<file path="src/rtl/multi_ctrl_if.sv">
// Instruction-field and control-strobe bundle between the datapath (master)
// and the multi-cycle controller (slave).
interface multi_ctrl_if;
  logic [1:0] op;
  logic [5:0] funct;
  logic [3:0] rd;
  logic       pcs;
  logic       reg_w;
  logic       mem_w;
  logic [1:0] flag_w;
  logic       no_write;
  logic       ir_write;
  logic       next_pc;
  logic       adr_src;
  logic [1:0] alu_src_a;
  logic [1:0] alu_src_b;
  logic [1:0] result_src;
  logic [1:0] alu_control;
  logic [1:0] imm_src;
  logic [1:0] reg_src;
  logic [3:0] state;

  modport master (
    output op, funct, rd,
    input  pcs, reg_w, mem_w, flag_w, no_write, ir_write, next_pc, adr_src,
           alu_src_a, alu_src_b, result_src, alu_control, imm_src, reg_src, state
  );

  modport slave (
    input  op, funct, rd,
    output pcs, reg_w, mem_w, flag_w, no_write, ir_write, next_pc, adr_src,
           alu_src_a, alu_src_b, result_src, alu_control, imm_src, reg_src, state
  );
endinterface

</file>
<file path="src/rtl/multi_ctrl.sv">
// Moore multi-cycle controller for a small ARM-like datapath.
// Optional feature: define NO_WRITE_EN to suppress register writeback for CMP.
module multi_ctrl (
  input  logic         clk,
  input  logic         reset,
  multi_ctrl_if.slave  bus
);

  typedef enum logic [3:0] {
    FETCH    = 4'd0,
    DECODE   = 4'd1,
    MEMADR   = 4'd2,
    MEMREAD  = 4'd3,
    MEMWB    = 4'd4,
    MEMWRITE = 4'd5,
    EXECUTER = 4'd6,
    EXECUTEI = 4'd7,
    ALUWB    = 4'd8,
    BRANCH   = 4'd9
  } state_t;

  state_t     state_q;
  state_t     state_d;
  state_t     state_eff;
  logic [3:0] cmd;
  logic       cmp_nw;

  logic       pcs;
  logic       reg_w;
  logic       mem_w;
  logic [1:0] flag_w;
  logic       no_write;
  logic       ir_write;
  logic       next_pc;
  logic       adr_src;
  logic [1:0] alu_src_a;
  logic [1:0] alu_src_b;
  logic [1:0] result_src;
  logic [1:0] alu_control;

  function automatic logic [1:0] alu_dec(input logic [3:0] c);
    case (c)
      4'b0100: alu_dec = 2'b00;
      4'b0010: alu_dec = 2'b01;
      4'b0000: alu_dec = 2'b10;
      4'b1100: alu_dec = 2'b11;
      4'b1010: alu_dec = 2'b01;
      default: alu_dec = 2'b00;
    endcase
  endfunction

  // CV flags only make sense for the arithmetic commands
  function automatic logic [1:0] flag_dec(input logic [3:0] c, input logic s);
    logic arith;
    arith    = (c == 4'b0100) || (c == 4'b0010) || (c == 4'b1010);
    flag_dec = {s, s & arith};
  endfunction

  assign cmd = bus.funct[4:1];

`ifdef NO_WRITE_EN
  assign cmp_nw = (bus.op == 2'b00) && (cmd == 4'b1010);
`else
  assign cmp_nw = 1'b0;
`endif

  always_ff @(posedge clk) begin
    if (reset) state_q <= FETCH;
    else       state_q <= state_d;
  end

  always_comb begin
    state_d = FETCH;
    case (state_q)
      FETCH:  state_d = DECODE;
      DECODE: begin
        case (bus.op)
          2'b00:   state_d = bus.funct[5] ? EXECUTEI : EXECUTER;
          2'b01:   state_d = MEMADR;
          2'b10:   state_d = BRANCH;
          default: state_d = FETCH;
        endcase
      end
      MEMADR:   state_d = bus.funct[0] ? MEMREAD : MEMWRITE;
      MEMREAD:  state_d = MEMWB;
      EXECUTER: state_d = ALUWB;
      EXECUTEI: state_d = ALUWB;
      default:  state_d = FETCH;
    endcase
  end

  // Reset makes the outputs look like FETCH with every strobe held low
  assign state_eff = reset ? FETCH : state_q;

  always_comb begin
    pcs         = 1'b0;
    reg_w       = 1'b0;
    mem_w       = 1'b0;
    flag_w      = 2'b00;
    no_write    = 1'b0;
    ir_write    = 1'b0;
    next_pc     = 1'b0;
    adr_src     = 1'b0;
    alu_src_a   = 2'b00;
    alu_src_b   = 2'b00;
    result_src  = 2'b00;
    alu_control = 2'b00;
    case (state_eff)
      FETCH: begin
        ir_write   = 1'b1;
        next_pc    = 1'b1;
        alu_src_a  = 2'b01;
        alu_src_b  = 2'b10;
        result_src = 2'b10;
      end
      DECODE: begin
        alu_src_a  = 2'b01;
        alu_src_b  = 2'b10;
        result_src = 2'b10;
      end
      MEMADR:   alu_src_b = 2'b01;
      MEMREAD:  adr_src   = 1'b1;
      MEMWB: begin
        reg_w      = 1'b1;
        result_src = 2'b01;
        pcs        = (bus.rd == 4'hF);
      end
      MEMWRITE: begin
        adr_src = 1'b1;
        mem_w   = 1'b1;
      end
      EXECUTER, EXECUTEI: begin
        alu_src_b   = (state_eff == EXECUTEI) ? 2'b01 : 2'b00;
        alu_control = alu_dec(cmd);
        flag_w      = flag_dec(cmd, bus.funct[0]);
        no_write    = cmp_nw;
      end
      ALUWB: begin
        reg_w    = ~cmp_nw;
        no_write = cmp_nw;
        pcs      = (bus.rd == 4'hF);
      end
      BRANCH: begin
        alu_src_a  = 2'b10;
        alu_src_b  = 2'b01;
        result_src = 2'b10;
        pcs        = 1'b1;
      end
      default: ;
    endcase
    if (reset) begin
      ir_write = 1'b0;
      next_pc  = 1'b0;
    end
  end

  assign bus.pcs         = pcs;
  assign bus.reg_w       = reg_w;
  assign bus.mem_w       = mem_w;
  assign bus.flag_w      = flag_w;
  assign bus.no_write    = no_write;
  assign bus.ir_write    = ir_write;
  assign bus.next_pc     = next_pc;
  assign bus.adr_src     = adr_src;
  assign bus.alu_src_a   = alu_src_a;
  assign bus.alu_src_b   = alu_src_b;
  assign bus.result_src  = result_src;
  assign bus.alu_control = alu_control;
  assign bus.imm_src     = bus.op;
  assign bus.reg_src     = {bus.op == 2'b01, bus.op == 2'b10};
  assign bus.state       = state_eff;

endmodule

</file>
<file path="src/flat_wrapper.sv">
// flat-port wrapper written by rule: the top's interface ports become plain ports
module multi_ctrl_flat 
  (clk, reset, bus_op, bus_funct, bus_rd, bus_pcs, bus_reg_w, bus_mem_w, bus_flag_w, bus_no_write, bus_ir_write, bus_next_pc, bus_adr_src, bus_alu_src_a, bus_alu_src_b, bus_result_src, bus_alu_control, bus_imm_src, bus_reg_src, bus_state);
  multi_ctrl_if bus_i ();
  input  logic clk;
  input  logic reset;
  input wire logic [$bits(bus_i.op)-1:0] bus_op;
  input wire logic [$bits(bus_i.funct)-1:0] bus_funct;
  input wire logic [$bits(bus_i.rd)-1:0] bus_rd;
  output wire logic [$bits(bus_i.pcs)-1:0] bus_pcs;
  output wire logic [$bits(bus_i.reg_w)-1:0] bus_reg_w;
  output wire logic [$bits(bus_i.mem_w)-1:0] bus_mem_w;
  output wire logic [$bits(bus_i.flag_w)-1:0] bus_flag_w;
  output wire logic [$bits(bus_i.no_write)-1:0] bus_no_write;
  output wire logic [$bits(bus_i.ir_write)-1:0] bus_ir_write;
  output wire logic [$bits(bus_i.next_pc)-1:0] bus_next_pc;
  output wire logic [$bits(bus_i.adr_src)-1:0] bus_adr_src;
  output wire logic [$bits(bus_i.alu_src_a)-1:0] bus_alu_src_a;
  output wire logic [$bits(bus_i.alu_src_b)-1:0] bus_alu_src_b;
  output wire logic [$bits(bus_i.result_src)-1:0] bus_result_src;
  output wire logic [$bits(bus_i.alu_control)-1:0] bus_alu_control;
  output wire logic [$bits(bus_i.imm_src)-1:0] bus_imm_src;
  output wire logic [$bits(bus_i.reg_src)-1:0] bus_reg_src;
  output wire logic [$bits(bus_i.state)-1:0] bus_state;
  assign bus_i.op = bus_op;
  assign bus_i.funct = bus_funct;
  assign bus_i.rd = bus_rd;
  assign bus_pcs = bus_i.pcs;
  assign bus_reg_w = bus_i.reg_w;
  assign bus_mem_w = bus_i.mem_w;
  assign bus_flag_w = bus_i.flag_w;
  assign bus_no_write = bus_i.no_write;
  assign bus_ir_write = bus_i.ir_write;
  assign bus_next_pc = bus_i.next_pc;
  assign bus_adr_src = bus_i.adr_src;
  assign bus_alu_src_a = bus_i.alu_src_a;
  assign bus_alu_src_b = bus_i.alu_src_b;
  assign bus_result_src = bus_i.result_src;
  assign bus_alu_control = bus_i.alu_control;
  assign bus_imm_src = bus_i.imm_src;
  assign bus_reg_src = bus_i.reg_src;
  assign bus_state = bus_i.state;
  multi_ctrl u_core (.clk(clk), .reset(reset), .bus(bus_i));
endmodule
</file>
<file path="config.mk">
export PLATFORM = sky130hd
export DESIGN_NAME = multi_ctrl_flat
export DESIGN_NICKNAME = d
export VERILOG_FILES = /design/src/rtl/multi_ctrl_if.sv /design/src/rtl/multi_ctrl.sv /design/src/flat_wrapper.sv
export SDC_FILE = /design/constraint.sdc
export NUM_CORES = 1
export LEC_CHECK = 0
export CORE_AREA = 2 2 42 44
export DETAILED_ROUTE_END_ITERATION = 8
export DIE_AREA = 0 0 44 46
export PLACE_DENSITY = 0.77
export SYNTH_ARGS = -nofsm -noshare
export SYNTH_HDL_FRONTEND = slang
export SYNTH_SLANG_ARGS = --single-unit
</file>
<file path="constraint.sdc">
create_clock -name clk -period 2.4 [get_ports clk]
set_input_delay 0.36 -clock clk [delete_from_list [all_inputs] [get_ports clk]]
set_output_delay 0.36 -clock clk [all_outputs]
set_load 0.02 [all_outputs]
</file>
Word-level counts from Yosys, hierarchy flattened
Index checks and enable logic that the tools add are counted.

operators by class
  reductions and logical operators = 14
  multiply operators = 0
  equality and inequality tests = 21
  div/mod/pow operators = 0
  shift-type cells = 0
  $add $sub $neg = 0
  $lt $le $gt $ge = 0
  bitwise gates (word level) = 1
  multiplexer cells = 18

operator list
  cell                  number
  $eq A4 B3 Y1 const B  7
  $eq A4 B2 Y1 const B  5
  $eq A4 B4 Y1 const B  5
  $pmux W4 S5           1
  $reduce_or A2 Y1      7
  $logic_not A4 Y1      3
  $pmux W2 S3           2
  $pmux W4 S3           1
  $eq A4 B1 Y1 const B  2
  $pmux W2 S2           2
  $mux W1               7
  $mux W2               2
  $mux W4               1
  $mux W3               1
  $reduce_or A3 Y1      1
  $eq A2 B1 Y1 const B  1
  $eq A2 B2 Y1 const B  1
  $logic_not A2 Y1      1
  $logic_or A1 B1 Y1    2
  $pmux W1 S2           1
  $and A1 B1 Y1         1

storage, ports and cells
  bits of input ports = 14
  bits in writable memories = 0
  ROM bits = 0
  flip-flop bits (word level) = 4
  memories = 0
  bits in latches = 0

Logic depth before layout (Yosys ltp)
Gate-level depths: netlist of the first run.

  depth in word-level cells = 5
  mapped depth = 5
  depth with buffers taken out = 3

Worst setup path before layout of the first run
OpenSTA, ideal clock, no wires.

  path type = register to output
  start point = reg u_core.state_q[2]
  end point = out bus_alu_src_b[1]
  buffers on the path = 2
  setup slack = 542 ps
  data required time = 2040 ps
  arrival time = 1498 ps
  cell stages (with the launch flop) = 5
  cells stage by stage = dfxtp_1 -> buf_4 -> and2b_2 -> nor3_1 -> buf_4

on the way
  cells in the longest elaborated chain, start to end = 4
  elaborated cells between the ends (all ways) = 11
  classes of those cells = eq/ne: 5; mux: 2; reduce/logical: 4

ends and longest elaborated chain
  what                                        RTL line            RTL
  from (decl)                                 multi_ctrl.sv:22    state_t state_q;
  from (signal assigned)                      multi_ctrl.sv:69    else state_q <= state_d;
  $mux W4 *                                   multi_ctrl.sv:93    assign state_eff = reset ? FETCH : state_q;
  named net bus_state[2]                      flat_wrapper.sv:24  output wire logic [$bits(bus_i.state)-1:0] bus_state;
  $eq A4 B2 Y1, or another cell as far along  multi_ctrl.sv:108   case (state_eff)
  $reduce_or A2 Y1, on equally long branches  --
  $pmux W2 S3 *                               multi_ctrl.sv:108
  to (decl)                                   flat_wrapper.sv:19  output wire logic [$bits(bus_i.alu_src_b)-1:0] bus_alu_src_b;

Mark *: on every way through the listed nets, which the timed path passes. The rest lies on a longest branch.

Final worst setup path of the first run
  start point = in reset
  end point = out bus_next_pc

on the way
  cells in the longest elaborated chain, start to end = 4

ends and longest elaborated chain
  what              RTL line            RTL
  from (decl)       flat_wrapper.sv:6   input logic reset;
  $mux W4           multi_ctrl.sv:93
  $logic_not A4 Y1  multi_ctrl.sv:108
  $mux W1           multi_ctrl.sv:108
  $mux W1 *         multi_ctrl.sv:151   if (reset) begin
  to (decl)         flat_wrapper.sv:16  output wire logic [$bits(bus_i.next_pc)-1:0] bus_next_pc;

Every way passes the cells marked *; elsewhere a longest branch is shown, timed or not.

==> results by group, run 1 <==
Drt
  – Pre-Repair DR Iteration Count: 4
  – Wire per inst: 11.89 um
  – Iteration-0 DRC Markers: 13
  – Vias: 625
  – DRC Markers: 0
  – Post-route ant nets: 0
  – Drt total wl: 1.450 mm
  – DR vias/cell: 5.123

CTS
  – Cts bufs inserted: 3
  – Post-CTS Hold Buffers: 0
  – CTS tree: built
  – Clock buffer depth: 2
  – Root buf cell: clkbuf_4
  – Latest clock arrival within the worst-skew pair: 240 ps
  – Clock sink count: 4
  – CTS clock-pin slew for the worst setup and hold paths: about 40 ps
  – Setup Fix Bufs, Post-CTS: 0
  – Max H-tree Level: 1

Setup path
  – CP Capture Type: primary output
  – CP peak stage delay: around 600 ps
  – Max FO, Critical Path: 7
  – RR Startpoint: u_core.state_q[0]
  – Critical-path top delay cell: clkdlybuf4s50_1
  – Crit-path cells: clkdlybuf4s50_1, buf_4, inv_1, and4_1, clkdlybuf4s50_1
  – Worst endpoint required time: 2040 ps
  – Worst R2R End: u_core.state_q[1]
  – Most frequent CP cell: clkdlybuf4s50_1
  – Startpoint types: input pin
  – CP arrival: 1940 ps
  – R2R cell count: 3
  – Setup CP Type: in -> out
  – Worst R2R Setup Slack: ~1300 ps

Global route
  – Vias in the first global route: 572
  – Initial antenna violation count: 0
  – GR Overflow Total: 0
  – Gr usage total: between 15 and 20%
  – First-pass GRT wire length: between 2 and 2.5 mm
  – Largest net degree at the start of global routing: 13

Timing
  – Skew final: 2.352 ps
  – Final hold vios: 0
  – RSZ-0062 raised after global routing: yes
  – Final WS setup: 101.2 ps
  – TNS Setup: 0 ps
  – Final worst-path cycle share: 95.79%
  – Max frequency: ~440 MHz
  – Pins Over Slew Limit: 0
  – Final min period: 2299 ps
  – Final setup viols: 0

Die
  – IO Pins: 39
  – CORE AREA: ~1600 um^2
  – Full die area: 2024 um^2
  – Chip Height: 46 um
  – Die Span X: 44 um
  – Initial Util: 31.78%
  – Std-Cell Rows: 15

Placement
  – Final GP Congestion: around 0.7
  – Port Buffers: 37
  – Place WS: -44.03 ps
  – Dpl cell area: 858.3 um^2
  – Inst Count DP: 119
  – Post-DP HPWL: 1.087 mm

Yosys
  – Most used DFF post-synth: dfxtp_1
  – Ys async rst share: 0%
  – Number of synthesized flops with an enable pin: 0
  – Post-synthesis sequential area ratio: between 10% and 20%
  – Synth Instances: 71
  – Synth warn: 0
  – #FFs+latches synth: 4
  – Mapped cell area: 513.0 um^2
  – Syn_area_per_cell: just over 7 um^2
  – Library cells used by synthesis: 32
  – Syn_nets: 85

Final layout
  – Regs by FF count: u_core.state_q x4
  – Commonest non-fill, non-tap cell in the layout: clkdlybuf4s50_1
  – Share of cells above drive strength 1: between 10% and 20%
  – Final Net Count: 121
  – Cell Count, Final, Fillers Out: 122
  – Most frequent cells in the layout: clkdlybuf4s50_1 (28), nor2_1 (7), dlymetal6s2s_1 (6)
  – Max reg flops: 4
  – Area Growth Syn to Fin: 74.15%
  – Largest register by flop count: u_core.state_q
  – Post-Layout Inst Area: 893.4 um^2
  – Ant. Diodes: 0

Min path
  – Hold Crit Endpoint: u_core.state_q[0]
  – Hold Crit Class: reg -> reg
  – Hold Path Stages: 1
  – Hold_sp: u_core.state_q[0]

Power
  – P_leak: 0.0004246 uW
  – Worst-case vdd ir drop: 0.1775 mV
  – Pwr/cell area: 343.9 nW/um^2

Run
  – Max_cap viols: 0

Status
  – Status: complete, no violations
[power by group]
group	total, uW	internal [uW]	switching (uW)	leakage, uW
clock	88.4	56.2	32.1	0.0000138
combinational	136	71.6	64.2	0.000378
sequential	83.1	71.9	11.3	0.0000330
[critical path: cells and delay by family]
family | cells | cell delay [ps]
buffers and inverters | 4 | 1380
AND/OR/NAND/NOR | 1 | 190
[repair_timing]
item                                    CTS  global route
endpoints found under the setup margin    3             9
pin swaps                                 0             0
endpoints found under the hold margin     0             0
resized for setup                         3             7
[stage by stage]
stage	hold slack (ps)	total power, uW	util (%)
after CTS	614.3	309.9	54.34
after global placement	602.0	221.1	53.18
final	546.3	307.3	55.35
after floorplan	537.2	165.2	-
after detailed placement	604.8	222.0	53.18
after global routing	598.4	329.7	55.35
[kinds of logic (layout without fill, tap and decap cells)]
| kind of cell | after synthesis | in the layout | share of synthesized area [%] |
|---|---|---|---|
| AO/OA/AOI/OAI | 14 | 14 | 16.34 |
| buffers and inverters | 13 | 47 | 17.07 |
| XOR/XNOR | 2 | 2 | 3.415 |
| AND/OR/NAND/NOR | 37 | 37 | 46.83 |
| other | 1 | 1 | 0.7310 |
| flip-flops | 4 | 4 | 15.61 |
[Yosys cell counts, types with 2 or more instances]
master	number	area (um^2)
nor2b_1	5	31.28
nor4_1	2	12.51
inv_1	3	11.26
a21oi_1	5	25.02
buf_4	8	60.06
nand3_1	2	10.01
nor3_1	3	15.01
and3_1	2	12.51
nor2_1	7	26.28
nand2_1	3	11.26
nor4b_1	2	17.52
dfxtp_1	4	80.08
nor2b_4	2	27.53
nor3b_1	2	15.01
o21ai_0	4	20.02
[worst max-delay path by stage]
stage                            from                  to  slack (ps)  cells past startpoint
CTS                             reset  bus_alu_control[1]          20                      5
global route                    reset    bus_alu_src_a[1]          -3                      5
global placement                reset    bus_alu_src_b[1]          -9                      4
detailed placement              reset    bus_alu_src_b[1]         -40                      4
floorplan           u_core.state_q[2]    bus_alu_src_b[1]         540                      4
finish                          reset         bus_next_pc         100                      5
[per-layer routing]
metal | part of all wire [%] | global-route usage (%) | routed length (um) | vias to the layer above
met2 | 49 | 27.94 | 706 | 28
met5 | 0 | 0 | 0 | -
met1 | 40 | 17.84 | 586 | 280
met3 | 8.3 | 5.159 | 121 | 5
li1 | - | - | - | 312
met4 | 2.5 | 9.091 | 36 | 0
[area by class of cell]
cell class              instances  area, um^2
fillers                       148       720.7
repair buffers                 41       411.6
multi-input cells              54       345.3
flip-flops and latches          4       81.33
clock buffers                   3       22.52
well taps                      17       21.27
inverters                       3       11.26
Power figures use the tool's default switching activity.
==> inputs of run 2 (changes only) <==
- GPL_TIMING_DRIVEN: default -> 0
==> results by group, run 2 (synthesis results as in run 1) <==
Timing
  – Final setup viols: 0 (unchanged)
  – Max frequency: 430.1 MHz (-1.1%)
  – Final min period: 2325 ps (+26.34 ps)
  – RSZ-0062 raised after global routing: no
  – Final worst-path cycle share: 96.88% (+1.1 points)
  – Final hold vios: 0 (unchanged)
  – Pins Over Slew Limit: 0 (unchanged)
  – Skew final: 8.164 ps (+5.812 ps)
  – TNS Setup: 0 ps (unchanged)

Power
  – Internal power: 210.6 uW (+5.4%)
  – Sequential share of power: 22.8% (-4.3 points)
  – Net switching power: 114.5 uW (+6.4%)
  – Pwr/cell area: 345.4 nW/um^2 (+0.43%)
  – Worst-case vdd ir drop: 0.2360 mV (+33%)
  – Power Total: 325.0 uW (+5.8%)
  – Comb power frac: 48.9% (+4.7 points)
  – Switch share: 35.22% (+0.21 points)
  – Clock share of power: 28.3% (-0.5 points)
  – P_leak: 0.0004095 uW (-3.6%)

Final layout
  – Fill cells: 154 (+4.1%)
  – Register area: 80.08 um^2 (-1.5%)
  – Largest register by flop count: u_core.state_q
  – Area Growth Syn to Fin: 83.41%
  – Final core occ: 58.29% (+2.9 points)
  – Final Net Count: 127 (+5.0%)
  – Area of the multi-input gates: 351.6 um^2 (+1.8%)
  – Share of cells above drive strength 1: 17.12% (+4.7 points)
  – Regs by FF count: u_core.state_q x4
  – Most frequent cells in the layout: clkdlybuf4s50_1 (31), buf_4 (8), nor2_1 (7)
  – Commonest non-fill, non-tap cell in the layout: clkdlybuf4s50_1
  – Max reg flops: 4 (unchanged)
  – Ant. Diodes: 0 (unchanged)

Global route
  – Largest net degree at the start of global routing: 11 (-2)
  – Vias in the first global route: 572 (unchanged)
  – Initial antenna violation count: 0 (unchanged)
  – Met3 usage in global routing: 5.952% (+0.79 points)
  – GR Util met1: 16.20% (-1.6 points)
  – GR Overflow Total: 0 (unchanged)
  – Grt met2 use: 27.35% (-0.59 points)
  – GRT busiest layer: met2
  – Gr usage total: 15.52% (-0.82 points)
  – First-pass GRT wire length: 2.249 mm (-6.6%)

Setup path
  – Startpoint types: input pin
  – CP arrival: 1970 ps (+30 ps)
  – Most frequent CP cell: clkdlybuf4s50_1
  – Setup CP Type: in -> out
  – Crit-path cells: clkdlybuf4s50_1, buf_6, nor2b_4, nand3b_1, nor2_1, clkdlybuf4s50_1
  – Launch point of the worst path: reset
  – RR Startpoint: u_core.state_q[1]
  – CP Capture Type: primary output
  – CP peak stage delay: 600 ps (about the same)
  – Max FO, Critical Path: 10 (+3)
  – Critical-path top delay cell: clkdlybuf4s50_1
  – Worst endpoint required time: 2040 ps (about the same)

CTS
  – Clock sink count: 4 (unchanged)
  – Root buf cell: clkbuf_4
  – Post-CTS Hold Buffers: 0 (unchanged)
  – Max H-tree Level: 1 (unchanged)
  – Latest clock arrival within the worst-skew pair: 250 ps (about the same)
  – CTS tree: built
  – Cts bufs inserted: 3 (unchanged)
  – Clock buffer depth: 2 (unchanged)
  – CTS clock-pin slew for the worst setup and hold paths: 40 ps (about the same)
  – Setup Fix Bufs, Post-CTS: 0 (unchanged)

Run
  – Max_cap viols: 0 (unchanged)

Drt
  – Vias: 652 (+4.3%)
  – DRC Markers: 0 (unchanged)
  – Post-route ant nets: 0 (unchanged)
  – Drt total wl: 1.565 mm (+7.9%)
  – DR vias/cell: 5.094 (-0.57%)
  – Pre-Repair DR Iteration Count: 4 (unchanged)
  – Wire per inst: 12.23 um (+2.9%)
  – Iteration-0 DRC Markers: 16 (+3)

Die
  – IO Pins: 39 (unchanged)
  – Std-Cell Rows: 15 (unchanged)
  – Initial Util: 31.78% (unchanged)
  – Die Span X: 44 um (unchanged)
  – Full die area: 2024 um^2 (unchanged)
  – Chip Height: 46 um (unchanged)
  – CORE AREA: 1614 um^2 (unchanged)

Min path
  – Hold Crit Class: reg -> reg
  – Hold_sp: u_core.state_q[3]

Placement
  – Final GP Congestion: 0.7314 (+6.8%)
  – Post-DP HPWL: 1.214 mm (+12%)
  – Port Buffers: 37 (unchanged)

Status
  – Status: complete, no violations
==> run 2: per-stage QoR <==
stage / cell area [um^2] / hold slack [ps] / std cells / setup WS (ps)
5_1_grt: 940.9 / 675.7 / 128 / 8.452
3_5_place_dp: 904.6 / 617.9 / 125 / -35.86
4_1_cts: 924.6 / 627.7 / 128 / 21.77
2_1_floorplan: 513.0 / 537.2 / 71 / 542.3
6_report: 940.9 / 633.2 / 128 / 74.82
3_3_place_gp: 904.6 / 595.4 / 125 / -21.06
==> run 2: path summary, 6_finish.rpt <==
path | endpoint | slack, ps | cells past startpoint
max | bus_alu_control[0] | 70 | 6
max reg2reg | u_core.state_q[3] | 1360 | 4
min reg2reg | u_core.state_q[3] | 630 | 2
min | u_core.state_q[3] | 630 | 2
==> run 2: repair_timing <==
item | CTS | global route
endpoints found under the setup margin | 2 | 5
endpoints found under the hold margin | 0 | 0
resized for setup | 2 | 5
==> run 2: layout make-up <==
type                       instances  area share, %
clock buffer                       3          2.394
timing repair buffer              37          40.16
buffer                            10          8.112
tap                               17          2.261
multi-input combinational         54          37.37
sequential                         4          8.511
inverter                           3          1.197
==> run 2: worst max-delay path, delay by kind of cell <==
kind                   cells  cell delay [ps]
buffers and inverters      3             1180
AND/OR/NAND/NOR            3              430
==> run 2: routing by layer <==
| metal | routed length [um] | vias to the layer above |
|---|---|---|
| li1 | - | 325 |
| met1 | 583 | 302 |
| met2 | 846 | 22 |
| met3 | 122 | 3 |
| met4 | 13 | 0 |
| met5 | 0 | - |
==> run 2: power groups by stage <==
stage	Combinational, uW	Sequential (uW)	Clock [uW]
floorplan	90.9	74.3	0
global placement	157	74.7	0
detailed placement	159	75.1	0
CTS	159	74.1	92.3
global route	170	74.8	96.5
finish	159	74.1	91.9
